**config.mk**
```make
export PLATFORM = sky130hd
export DESIGN_NAME = dk8e_rtc
export DESIGN_NICKNAME = d
export VERILOG_FILES = /design/src/rtl/dk8e_rtc_pkg.sv /design/src/rtl/dk8e_rtc_prescaler.sv /design/src/rtl/dk8e_rtc.sv
export SDC_FILE = /design/constraint.sdc
export NUM_CORES = 1
export LEC_CHECK = 0
export CORE_ASPECT_RATIO = 2
export CORE_MARGIN = 2
export CORE_UTILIZATION = 40
export CTS_CLUSTER_DIAMETER = 80
export CTS_CLUSTER_SIZE = 28
export DETAILED_ROUTE_END_ITERATION = 12
export GPL_TIMING_DRIVEN = 0
export SYNTH_ARGS = -nofsm -noshare
export SYNTH_HDL_FRONTEND = slang
export SYNTH_SLANG_ARGS = --single-unit
```
**constraint.sdc**
```tcl
create_clock -name clk -period 2.2 [get_ports clk]
set_input_delay 0.22 -clock clk [delete_from_list [all_inputs] [get_ports clk]]
set_output_delay 0.22 -clock clk [all_outputs]
set_load 0.01 [all_outputs]
```
**src/rtl/dk8e_rtc_pkg.sv**
```systemverilog
// Shared constants and IOT decode helper for the DK8E real-time clock.
// State and opcode encodings mirror parameters.v so the device drops in beside serial_top.
package dk8e_rtc_pkg;

   localparam logic [4:0] ST_F1    = 5'd1;
   localparam logic [2:0] IOT_OP   = 3'o6;
   localparam logic [5:0] DK8E_DEV = 6'o13;

   typedef enum logic [2:0] {
      FN_NOP0 = 3'o0,
      FN_CLEI = 3'o1,
      FN_CLDI = 3'o2,
      FN_CLSK = 3'o3,
      FN_CLRD = 3'o4,
      FN_CLZE = 3'o5,
      FN_CLLD = 3'o6,
      FN_NOP7 = 3'o7
   } rtc_func_e;

   typedef struct packed {
      logic      hit;
      rtc_func_e func;
   } rtc_iot_t;

   // User mode suppresses the IOT entirely; mem_ext raises the UI trap instead.
   function automatic rtc_iot_t decode_iot(input logic [4:0]  state,
                                           input logic [0:11] instr,
                                           input logic        uf,
                                           input logic [5:0]  dev);
      rtc_iot_t d;
      d.hit  = (state == ST_F1) && (instr[0:2] == IOT_OP) && (instr[3:8] == dev) && !uf;
      d.func = rtc_func_e'(instr[9:11]);
      return d;
   endfunction

endpackage

```
**src/rtl/dk8e_rtc_prescaler.sv**
```systemverilog
// Free-running divide-by-DIV counter producing a one-cycle tick on the last count.
module dk8e_rtc_prescaler
   import dk8e_rtc_pkg::*;
#(
   parameter int unsigned DIV = 2
) (
   input  logic clk,
   input  logic reset,
   input  logic clr,
   output logic tick
);

   if (DIV < 2) begin : g_div_check
      $error("dk8e_rtc_prescaler: DIV must be at least 2");
   end

   localparam int unsigned CNT_W = (DIV < 2) ? 1 : $clog2(DIV);
   localparam logic [CNT_W-1:0] LAST = CNT_W'(DIV - 1);

   logic [CNT_W-1:0] prescale;

   assign tick = (prescale == LAST);

   always_ff @(posedge clk or posedge reset) begin
      if (reset)
         prescale <= '0;
      else if (clr || tick)
         prescale <= '0;
      else
         prescale <= prescale + CNT_W'(1);
   end

endmodule

```
**src/rtl/dk8e_rtc.sv**
```systemverilog
// DK8E-style real-time clock, IOT device 13: tick flag, interrupt enable and a
// software-readable 12-bit tick counter feeding imux (skip/data) and the irq OR.
module dk8e_rtc
   import dk8e_rtc_pkg::*;
#(
   parameter int unsigned CLK_HZ  = 100000000,
   parameter int unsigned TICK_HZ = 60,
   parameter logic [5:0]  DEV     = DK8E_DEV
) (
   input  logic        clk,
   input  logic        reset,
   input  logic        clear,
   input  logic [4:0]  state,
   input  logic [0:11] instruction,
   input  logic        UF,
   input  logic [0:11] ac,
   output logic [0:11] clk_bus,
   output logic        skip,
   output logic        interrupt
);

   localparam int unsigned DIV = CLK_HZ / TICK_HZ;

   rtc_iot_t    iot;
   logic        tick;
   logic        do_clei, do_cldi, do_clsk, do_clrd, do_clze, do_clld;
   logic [0:11] tick_cnt;
   logic        flag;
   logic        ie;

   always_comb begin
      iot     = decode_iot(state, instruction, UF, DEV);
      do_clei = iot.hit && (iot.func == FN_CLEI);
      do_cldi = iot.hit && (iot.func == FN_CLDI);
      do_clsk = iot.hit && (iot.func == FN_CLSK);
      do_clrd = iot.hit && (iot.func == FN_CLRD);
      do_clze = iot.hit && (iot.func == FN_CLZE);
      do_clld = iot.hit && (iot.func == FN_CLLD);
   end

   dk8e_rtc_prescaler #(
      .DIV (DIV)
   ) u_prescaler (
      .clk   (clk),
      .reset (reset),
      .clr   (clear || do_clze),
      .tick  (tick)
   );

   // Skip reflects the pre-edge flag, so a tick landing on CLSK still reads 0.
   assign skip      = do_clsk && flag;
   assign interrupt = flag && ie;

   always_ff @(posedge clk or posedge reset) begin
      if (reset) begin
         flag <= 1'b0;
         ie   <= 1'b0;
      end else if (clear) begin
         flag <= 1'b0;
         ie   <= 1'b0;
      end else begin
         if (tick)
            flag <= 1'b1;
         else if (do_clsk)
            flag <= 1'b0;

         if (do_clei)
            ie <= 1'b1;
         else if (do_cldi)
            ie <= 1'b0;
      end
   end

   // Software writes (CLZE/CLLD) take priority over a coincident tick increment.
   always_ff @(posedge clk or posedge reset) begin
      if (reset)
         tick_cnt <= '0;
      else if (clear || do_clze)
         tick_cnt <= '0;
      else if (do_clld)
         tick_cnt <= ac;
      else if (tick)
         tick_cnt <= tick_cnt + 12'd1;
   end

   always_ff @(posedge clk or posedge reset) begin
      if (reset)
         clk_bus <= '0;
      else if (clear)
         clk_bus <= '0;
      else if (do_clrd)
         clk_bus <= tick_cnt;
   end

endmodule

```
==> results by group, run 1 <==
Status
  • Outcome: finished clean

Critical path
  • Most frequent CP cell: o21ai_0
  • Worst path bufs/invs: 3
  • Critical path's largest stage delay: approximately 450 ps
  • Path type of the worst setup path: in2reg
  • Worst Path Required: roughly 2400 ps
  • Slowest CP cell: clkdlybuf4s50_1
  • Startpoint Class: input port
  • CP Capture Type: flip-flop
  • Critical path data arrival time: between 2000 and 2500 ps
  • CP cell instances: clkdlybuf4s50_1 -> nor3b_4 -> nand4_1 -> buf_4 -> o21ai_0 -> clkbuf_1 -> o21ai_0
  • Crit-path leading delay family: buffers and inverters
  • CP max FO: 10

Clock network
  • CTS tree: done
  • CTS buffer count: 5
  • Root Buffer Master: clkbuf_16
  • CTS sink count: 47
  • CTS max path bufs: 2
  • Clk_lat worst skew: ~280 ps
  • Hold buffers post-CTS: 0
  • Worst-path clk slew: ~70 ps
  • H-tree depth: 2

Synthesis
  • Cell accounting for the most synthesized area: dfrtp_1
  • Mapped cell area: 2370 um^2
  • Area contributors post-synth: dfrtp_1 (50%), xnor2_1 (5.9%), nor2_1 (5.4%)
  • Most common cell in the netlist: dfrtp_1
  • Adder-Cell Fraction of Synth Area: 1.58%
  • Post-synth EDFFs: 0
  • Complex-gate fraction of the synthesized area: 9.59%
  • Primary FF master, synth: dfrtp_1
  • Ys Warns: 0
  • Syn Area/Cell: between 9 and 10 um^2
  • Mux contribution to synthesized area: less than 1%
  • Area share of and/or/nand/nor cells after synthesis: between 20% and 30%
  • Async SR Flop Fraction: 100%
  • FF+latch count, synth: 47
  • Post-synthesis net count: around 280
  • Synth cell count leaders: dfrtp_1 (47), nor2_1 (34), nand2_1 (23)
  • Share of the yosys chip area belonging to registers: a little under 50%
  • Cells after Synth: 240
  • Main combinational cell family by area after synthesis: simple AND/OR/NAND/NOR gates
  • Share of the synthesized area in the top cell type: between 40% and 50%
  • Synth cell types: 40
  • Synth Area in XOR/XNOR: around 11%

Final layout
  • Post-layout util: about 57%
  • Post-route cell area: roughly 3200 um^2
  • Fillers: 527
  • Share of cells above drive strength 1: 12.5%
  • Layout Nets: between 300 and 400
  • # diodes: 0
  • Synth-to-layout area growth: 36.5%

Drt
  • Via count: about 1900
  • WL/cell: 15.5 um
  • Antenna-violating nets left: 0
  • Initial DRC count: 35
  • DRC: 0
  • DRT Pass-1 Iters: 4
  • Total wire length: between 5 and 6 mm
  • Via density: about 5.3

Global route
  • Number of global-route vias before repair: 2008
  • GRT Resource Usage Total: 18.2%
  • Pin count of the biggest net entering global routing: 36
  • Initial antenna violation count: 0
  • Global-route wire length before repair: roughly 9.4 mm
  • Grt total ovfl: 0

Placed design
  • DP HPWL: approximately 4.1 mm
  • Final Wtd Congestion: 0.755
  • Cell Area, Placed: 2930 um^2
  • Port Buffer Count: 46
  • Dpl ws: -328 ps

STA
  • Smallest hold slack: a little over 200 ps
  • Setup TNS: 0 ps
  • Final setup fails: 0
  • Final period util: a little over nine tenths
  • RSZ-0062 raised after global routing: true
  • Final Hold Vio Count: 0
  • Worst Max-Slew Pin Slew: between 500 and 600 ps
  • Worst slew margin: 63.0%
  • Final slew viol count: 0
  • Fmax: 0.471 GHz
  • Tmin final: between 2000 and 2500 ps
  • Final worst slack: 75.5 ps
  • Skew final: 4.11 ps

Power and ir drop
  • P_leak: roughly 1.4 nW
  • Cell Pwr Density: around 540 nW/um^2
  • Max IR drop VDD: ~0.73 mV

Floorplanning
  • Core Region: 5710 um^2
  • Initial core utilization: 41.6%
  • Die H: roughly 110 um
  • Io pins: between 40 and 50
  • Die ar.: between 6000 and 7000 um^2
  • Die width: approximately 60 um
  • Std cell rows: 39

Flow run
  • MaxCap Viol Count: 0

Min path
  • Hold Path Class: in2async
## metrics by stage
step           cells  total power [mW]
2_1_floorplan    240             0.931
3_3_place_gp     347              1.01
3_5_place_dp     348              1.01
4_1_cts          364              1.77
5_1_grt          364              1.82
6_report         364              1.75
## power breakdown
group / internal [mW] / leakage [nW] / total [mW] / switching, mW
Clock: 0.421 / 0.0740 / 0.746 / 0.325
Sequential: 0.868 / 0.654 / 0.874 / 0.00595
Combinational: 0.0689 / 0.682 / 0.131 / 0.0622
Total: 1.36 / 1.41 / 1.75 / 0.393
## registers in the layout, indices dropped and copies added, names as in the netlist
name / cells
clk_bus: 12
ie: 1
tick_cnt: 12
u_prescaler.prescale: 21
flag: 1
## layer usage
metal	vias up	global-route usage, %	part of all wire, %
met5	-	0	0
met4	0	5.12	1.0
met3	5	2.40	3.6
met2	34	35.0	58
met1	945	19.6	37
li1	962	-	-
## final timing paths
path / slack [ps] / cells past startpoint / startpoint / to
max in group asynchronous: 1520 / 3 / reset / clk_bus[6]
worst max register to register: 120 / 7 / u_prescaler.prescale[5] / tick_cnt[0]
min in group clk: 470 / 3 / ac[5] / tick_cnt[5]
worst min-delay path: 200 / 2 / reset / u_prescaler.prescale[7]
worst min register to register: 500 / 1 / clk_bus[4] / clk_bus[4]
worst max-delay path: 80 / 7 / instruction[4] / tick_cnt[11]
## cells by family after synthesis
logic type	Yosys count
AO/OA/AOI/OAI	32
XOR/XNOR	30
adder cells (fa/ha/maj)	3
buffers and inverters	16
flip-flops	47
multiplexers	1
AND/OR/NAND/NOR	111
## cell type report
| class | instances | area, um^2 | area share [%] |
|---|---|---|---|
| clock inverter | 3 | 18.8 | 0.579 |
| inverter | 9 | 33.8 | 1.04 |
| tap | 61 | 76.3 | 2.36 |
| buffer | 7 | 47.5 | 1.47 |
| timing repair buffer | 55 | 558 | 17.2 |
| multi-input combinational | 177 | 1200 | 37.2 |
| sequential | 47 | 1180 | 36.3 |
| clock buffer | 5 | 125 | 3.86 |
## placed cells by master (no fill, tap or decap), drive strengths merged, types with 7 or more instances in the layout
master / n
inv: 10
nand4: 12
o21ai: 13
dfrtp: 47
clkdlybuf4s50: 36
nor2: 34
clkbuf: 8
nand2: 23
xnor2: 16
dlymetal6s2s: 8
nand3: 10
nor3: 7
buf: 13
xor2: 14
a22o: 12
## timing repair
item	in CTS	in global routing
endpoints found under the setup margin	15	34
gates cloned	0	0
resized for setup	11	17
buffers inserted	8	1
pin swaps	3	7
Note: power is estimated with default switching activity, not from simulation.
==> run 2, diff against run 1 <==
- PLACE_DENSITY: not set -> 0.67
- clock period: 2.2 -> 1.75 ns (I/O delays scaled with it)
==> run 2 against run 1 <==
  * The flow now finishes with violations (negative setup slack)
  * Register-to-register slack got worse by 370 ps
  * Sequential share of layout area decreased by 1.6 points
  * Non-clock buffer count increased by 7
  * Critical endpoint is now u_prescaler.prescale[6]
  * Largest power group is now clock
==> results by group, run 2 (synthesis gave the netlist of run 1 again) <==
Status
  • Outcome: finished with violations
  • Failing checks: negative setup slack

Critical path
  • Path type of the worst setup path: reg2reg
  • R2r setup slk: -250 ps
  • CP Capture Type: flip-flop
  • Worst Path Required: just under 2000 ps
  • Slowest CP cell: dfrtp_1
  • Startpoint Class: flip-flop
  • Critical path data arrival time: 2180 ps
  • Crit-path leading delay family: simple AND/OR/NAND/NOR gates
  • Critical path's largest stage delay: around 400 ps
  • CP cell instances: inv_1 -> ha_1 -> nor4bb_4 -> nand4_1 -> or2_1 -> buf_6 -> o211ai_4 -> buf_4 -> nor2_1
  • Worst path bufs/invs: 3
  • CP max FO: 10

Floorplanning
  • Die H: around 110 um
  • Die ar.: 6600 um^2
  • Die width: 58.5 um
  • Io pins: 47
  • Core Region: ~5700 um^2
  • Initial core utilization: 41.6%
  • Std cell rows: 39

Clock network
  • CTS max path bufs: 2
  • Worst-path clk slew: ~60 ps
  • Root Buffer Master: clkbuf_16
  • Clk_lat worst skew: ~290 ps
  • CTS sink count: between 40 and 50
  • CTS tree: done
  • CTS buffer count: 5
  • Hold buffers post-CTS: 0
  • H-tree depth: 2

Final layout
  • Layout Nets: 345
  • Synth-to-layout area growth: 42.9%
  • Share of cells above drive strength 1: about a fifth
  • # diodes: 0
  • Post-route cell area: around 3400 um^2
  • Number of flip-flops in the largest register: 21
  • Most frequent cells in the layout: dfrtp_1 (47), clkdlybuf4s50_1 (30), nor2_1 (29), nand2_1 (23)
  • Biggest regs: u_prescaler.prescale: 21 flops, clk_bus: 12 flops, tick_cnt: 12 flops
  • Largest reg by FF count: u_prescaler.prescale
  • Final Non-Filler Cells: roughly 370
  • Post-layout util: between 50% and 60%
  • Commonest non-fill, non-tap cell in the layout: dfrtp_1

STA
  • Final Hold Vio Count: 0
  • Final setup fails: 34
  • Final slew viol count: 0
  • Final period util: 114%
  • Fmax: approximately 0.5 GHz
  • RSZ-0062 raised after global routing: true
  • Tmin final: between 1500 and 2000 ps
  • Smallest hold slack: 141 ps
  • Worst Max-Slew Pin Slew: around 440 ps
  • Skew final: roughly 3.3 ps
  • Worst slew margin: a little over two thirds
  • Final worst slack: -248 ps

Min path
  • Hold Path Class: in2async

Global route
  • Number of global-route vias before repair: 2149
  • Initial antenna violation count: 0
  • Global-route wire length before repair: ~10 mm
  • Grt total ovfl: 0
  • GRT Resource Usage Total: around a fifth
  • Pin count of the biggest net entering global routing: 37

Placed design
  • Port Buffer Count: 46
  • Cell Area, Placed: 2950 um^2
  • Final Wtd Congestion: roughly 0.8
  • DP HPWL: around 4.2 mm
  • Dpl ws: -730 ps
  • Placed Instances: 348

Drt
  • Initial DRC count: 63
  • Via density: approximately 5.5
  • DRT Pass-1 Iters: 6
  • Antenna-violating nets left: 0
  • WL/cell: between 15 and 20 um
  • DRC: 0
  • Total wire length: 5.90 mm
  • Via count: slightly above 2000

Power and ir drop
  • Cell Pwr Density: ~740 nW/um^2
  • Net switching power: 0.501 mW
  • P_int: about 2.0 mW
  • Register share of total power: a little over two fifths
  • Net Sw Frac: roughly 20%
  • Max IR drop VDD: about 0.96 mV
  • P_leak: roughly 1.4 nW
  • Comb pwr share: between 7 and 8%
  • Clock share of power: about half

Flow run
  • MaxCap Viol Count: 0
-- run 2: stage by stage --
stage                     total power, mW  TNS [ps]
after floorplan                      1.17     -1460
after global placement               1.27    -47150
after detailed placement             1.28    -24790
final                                2.51     -7010
after global routing                 2.59     -9180
after CTS                            2.52     -5810
-- run 2: repair_timing --
action | 4_1_cts | 5_1_grt
gates cloned | 1 | 0
setup buffers | 10 | 4
endpoints found under the setup margin | 47 | 47
pin swaps | 14 | 23
gates resized for setup | 53 | 22
-- run 2: path summary, 6_finish.rpt --
path,to,cells after the start,startpoint
max,u_prescaler.prescale[6],9,u_prescaler.prescale[1]
max in group asynchronous,u_prescaler.prescale[9],3,reset
min,tick_cnt[8],2,reset
min reg2reg,u_prescaler.prescale[0],1,u_prescaler.prescale[0]
min in group clk,tick_cnt[1],3,ac[1]
max reg2reg,u_prescaler.prescale[6],9,u_prescaler.prescale[1]
-- run 2: cell type report --
| type | count | area, um^2 |
|---|---|---|
| buffer | 7 | 57.6 |
| clock buffer | 6 | 129 |
| clock inverter | 2 | 60.1 |
| fill | 488 | 2320 |
| inverter | 9 | 33.8 |
| multi-input combinational | 177 | 1290 |
| sequential | 47 | 1180 |
| tap | 61 | 76.3 |
| timing repair buffer | 62 | 571 |
-- run 2: per-layer routing --
layer	wire, um	up-vias	part of all wire (%)	global-route usage [%]
met3	181	13	3.1	4.11
met2	3530	54	60	37.4
li1	-	971	-	-
met4	165	0	2.8	10.1
met5	0	-	0	0
met1	2030	991	34	20.5
-- run 2: power groups by stage --
stage | combinational (mW) | sequential, mW | clock, mW
after floorplan | 0.0540 | 1.12 | 0
after global placement | 0.147 | 1.12 | 0
after detailed placement | 0.156 | 1.12 | 0
after CTS | 0.169 | 1.10 | 1.25
after global routing | 0.194 | 1.10 | 1.29
final | 0.177 | 1.10 | 1.23
-- run 2: worst register-to-register path, delay by kind of cell (launching register included) --
| family | cells | cell delay (ps) |
|---|---|---|
| AO/OA/AOI/OAI | 1 | 120 |
| adder cells (fa/ha/maj) | 1 | 140 |
| buffers and inverters | 3 | 440 |
| flip-flops | 1 | 400 |
| AND/OR/NAND/NOR | 4 | 800 |
==> run 3, diff against run 2 <==
- PLACE_DENSITY: 0.67 -> not set
- clock period: 1.75 -> 2.1 ns (I/O delays scaled with it)
==> run 3 against run 2 <==
  * The flow now finishes without violations
  * First-iteration DRC count decreased by 49%
  * Register-to-register slack improved by 320 ps
  * Die area unchanged
  * Sequential share of layout area increased by 1.9 points
  * Utilization decreased by 3.1 points
  * Global-route usage decreased by 2.4 points
  * Worst hold slack improved by 52 ps
  * Combinational power decreased by 21%
  * Setup slack improved by 320 ps
==> results by group, run 3 (synthesis gave the netlist of run 1 again) <==
STA
  • Tmin final: ~2000 ps
  • Smallest hold slack: roughly 190 ps
  • Final period util: between 90% and 100%
  • Worst slew margin: 76.6%
  • Setup TNS: 0 ps
  • Fmax: between 0.4 and 0.5 GHz
  • Final slew viol count: 0
  • Final worst slack: between 60 and 70 ps
  • Worst Max-Slew Pin Slew: about 350 ps
  • Final setup fails: 0
  • Final Hold Vio Count: 0
  • Skew final: 4.14 ps

Critical path
  • Path type of the worst setup path: reg2reg
  • CP Capture Type: flip-flop
  • Crit path from: u_prescaler.prescale[5]
  • CP endpoint: tick_cnt[0]
  • CP max FO: 9
  • Critical path data arrival time: roughly 2300 ps
  • R2R depth: 7
  • Worst Path Required: between 2000 and 2500 ps
  • Startpoint Class: flip-flop
  • R2r setup slk: 70 ps
  • Critical R2R Capture: tick_cnt[0]
  • R2r startpoint: u_prescaler.prescale[5]

Final layout
  • Largest reg by FF count: u_prescaler.prescale
  • Share of cells above drive strength 1: 13.5%
  • Layout Nets: 332
  • Biggest regs: u_prescaler.prescale: 21 flops, clk_bus: 12 flops, tick_cnt: 12 flops
  • # diodes: 0
  • Number of flip-flops in the largest register: 21
  • Synth-to-layout area growth: 35.4%
  • Fillers: 533
  • Most frequent cells in the layout: dfrtp_1 (47), clkdlybuf4s50_1 (45), nor2_1 (33), nand2_1 (22), xnor2_1 (16)
  • Commonest non-fill, non-tap cell in the layout: dfrtp_1

Clock network
  • Hold buffers post-CTS: 0
  • CTS tree: done
  • Clk_lat worst skew: ~280 ps
  • H-tree depth: 2
  • CTS sink count: 47
  • CTS max path bufs: 2
  • CTS buffer count: 5
  • Root Buffer Master: clkbuf_16
  • Worst-path clk slew: roughly 60 ps

Global route
  • Global-route wire length before repair: 9.25 mm
  • Grt total ovfl: 0
  • Initial antenna violation count: 0
  • Pin count of the biggest net entering global routing: 36
  • Number of global-route vias before repair: 1978
  • GRT Resource Usage Total: approximately 18%

Power and ir drop
  • Register share of total power: 49.9%
  • P_int: 1.43 mW
  • Clock share of power: 42.6%
  • Comb pwr share: ~7.5%
  • P_leak: about 1.3 nW
  • Net switching power: a little over 0.4 mW
  • Net Sw Frac: 22.4%
  • Cell Pwr Density: between 500 and 600 nW/um^2
  • Max IR drop VDD: between 0.7 and 0.8 mV

Floorplanning
  • Io pins: 47
  • Initial core utilization: 41.6%
  • Core Region: ~5700 um^2
  • Die ar.: around 6600 um^2
  • Die H: 113 um
  • Std cell rows: 39
  • Die width: ~58 um

Drt
  • DRC: 0
  • Via density: 5.41
  • Total wire length: ~5.6 mm
  • Via count: 1935
  • WL/cell: around 16 um
  • Initial DRC count: 32
  • DRT Pass-1 Iters: 4
  • Antenna-violating nets left: 0

Min path
  • Hold Path Class: in2async

Flow run
  • MaxCap Viol Count: 0

Placed design
  • DP HPWL: 4.15 mm
  • Dpl ws: -418 ps
  • Final Wtd Congestion: 0.755
  • Port Buffer Count: 46

Status
  • Outcome: finished clean
==> run 3: cell types whose count changed in the layout (fill, tap and decap cells not counted), moves of 3 or more <==
cell / change
clkdlybuf4s15_1: -4
o21ai_0: +3
o21ai_1: -4
buf_4: -10
nor2_1: +4
clkdlybuf4s50_1: +15
dlygate4sd2_1: -7
==> run 3: layer usage <==
layer / track usage [%] / wire length (um) / up-vias / share of wire [%]
li1: - / - / 950 / -
met1: 19.5 / 2120 / 941 / 38
met2: 34.2 / 3220 / 40 / 58
met3: 2.40 / 199 / 4 / 3.6
met4: 5.12 / 53 / 0 / 0.95
met5: 0 / 0 / - / 0
==> run 3: power groups by stage <==
stage	logic [mW]	clock network, mW	registers, mW
after floorplan	0.0433	0	0.932
after global placement	0.123	0	0.933
after detailed placement	0.129	0	0.933
after CTS	0.133	0.808	0.915
after global routing	0.153	0.836	0.917
final	0.139	0.782	0.917
==> run 3: area by class of cell <==
cell class / instances / area [um^2] / area share [%]
multi-input combinational: 177 / 1240 / 38.6
sequential: 47 / 1180 / 36.6
timing repair buffer: 50 / 498 / 15.5
clock buffer: 5 / 125 / 3.89
tap: 61 / 76.3 / 2.37
buffer: 6 / 46.3 / 1.44
inverter: 9 / 33.8 / 1.05
clock inverter: 3 / 18.8 / 0.584
==> run 3: per-stage QoR <==
step / cells / util (%) / power (mW) / instance area, um^2
after floorplan: 240 / - / 0.975 / 2370
after global placement: 347 / 51.0 / 1.06 / 2910
after detailed placement: 348 / 51.3 / 1.06 / 2930
after CTS: 357 / 54.8 / 1.86 / 3130
after global routing: 358 / 56.3 / 1.91 / 3210
final: 358 / 56.3 / 1.84 / 3210
==> run 3: worst max-delay path: stages (launching register included) <==
cell and delay [ps]:
dfrtp_1 420, nand2_2 90, or4b_4 530, or2_1 230, buf_6 160, o211ai_4 130
nor4b_4 280, a211o_1 130
==> run 3: worst min path at each step <==
stage	to	slack, ps	cells after the start
final	u_prescaler.prescale[7]	190	2
after floorplan	flag	270	1
after global placement	clk_bus[6]	490	1
after CTS	u_prescaler.prescale[7]	200	2
after global routing	u_prescaler.prescale[7]	230	2
after detailed placement	clk_bus[4]	500	1
==> run 3: timing repair <==
action / CTS / global route
gates resized for setup: 9 / 24
pin swaps: 2 / 2
endpoints found under the setup margin: 33 / 44
buffers inserted: 2 / 1
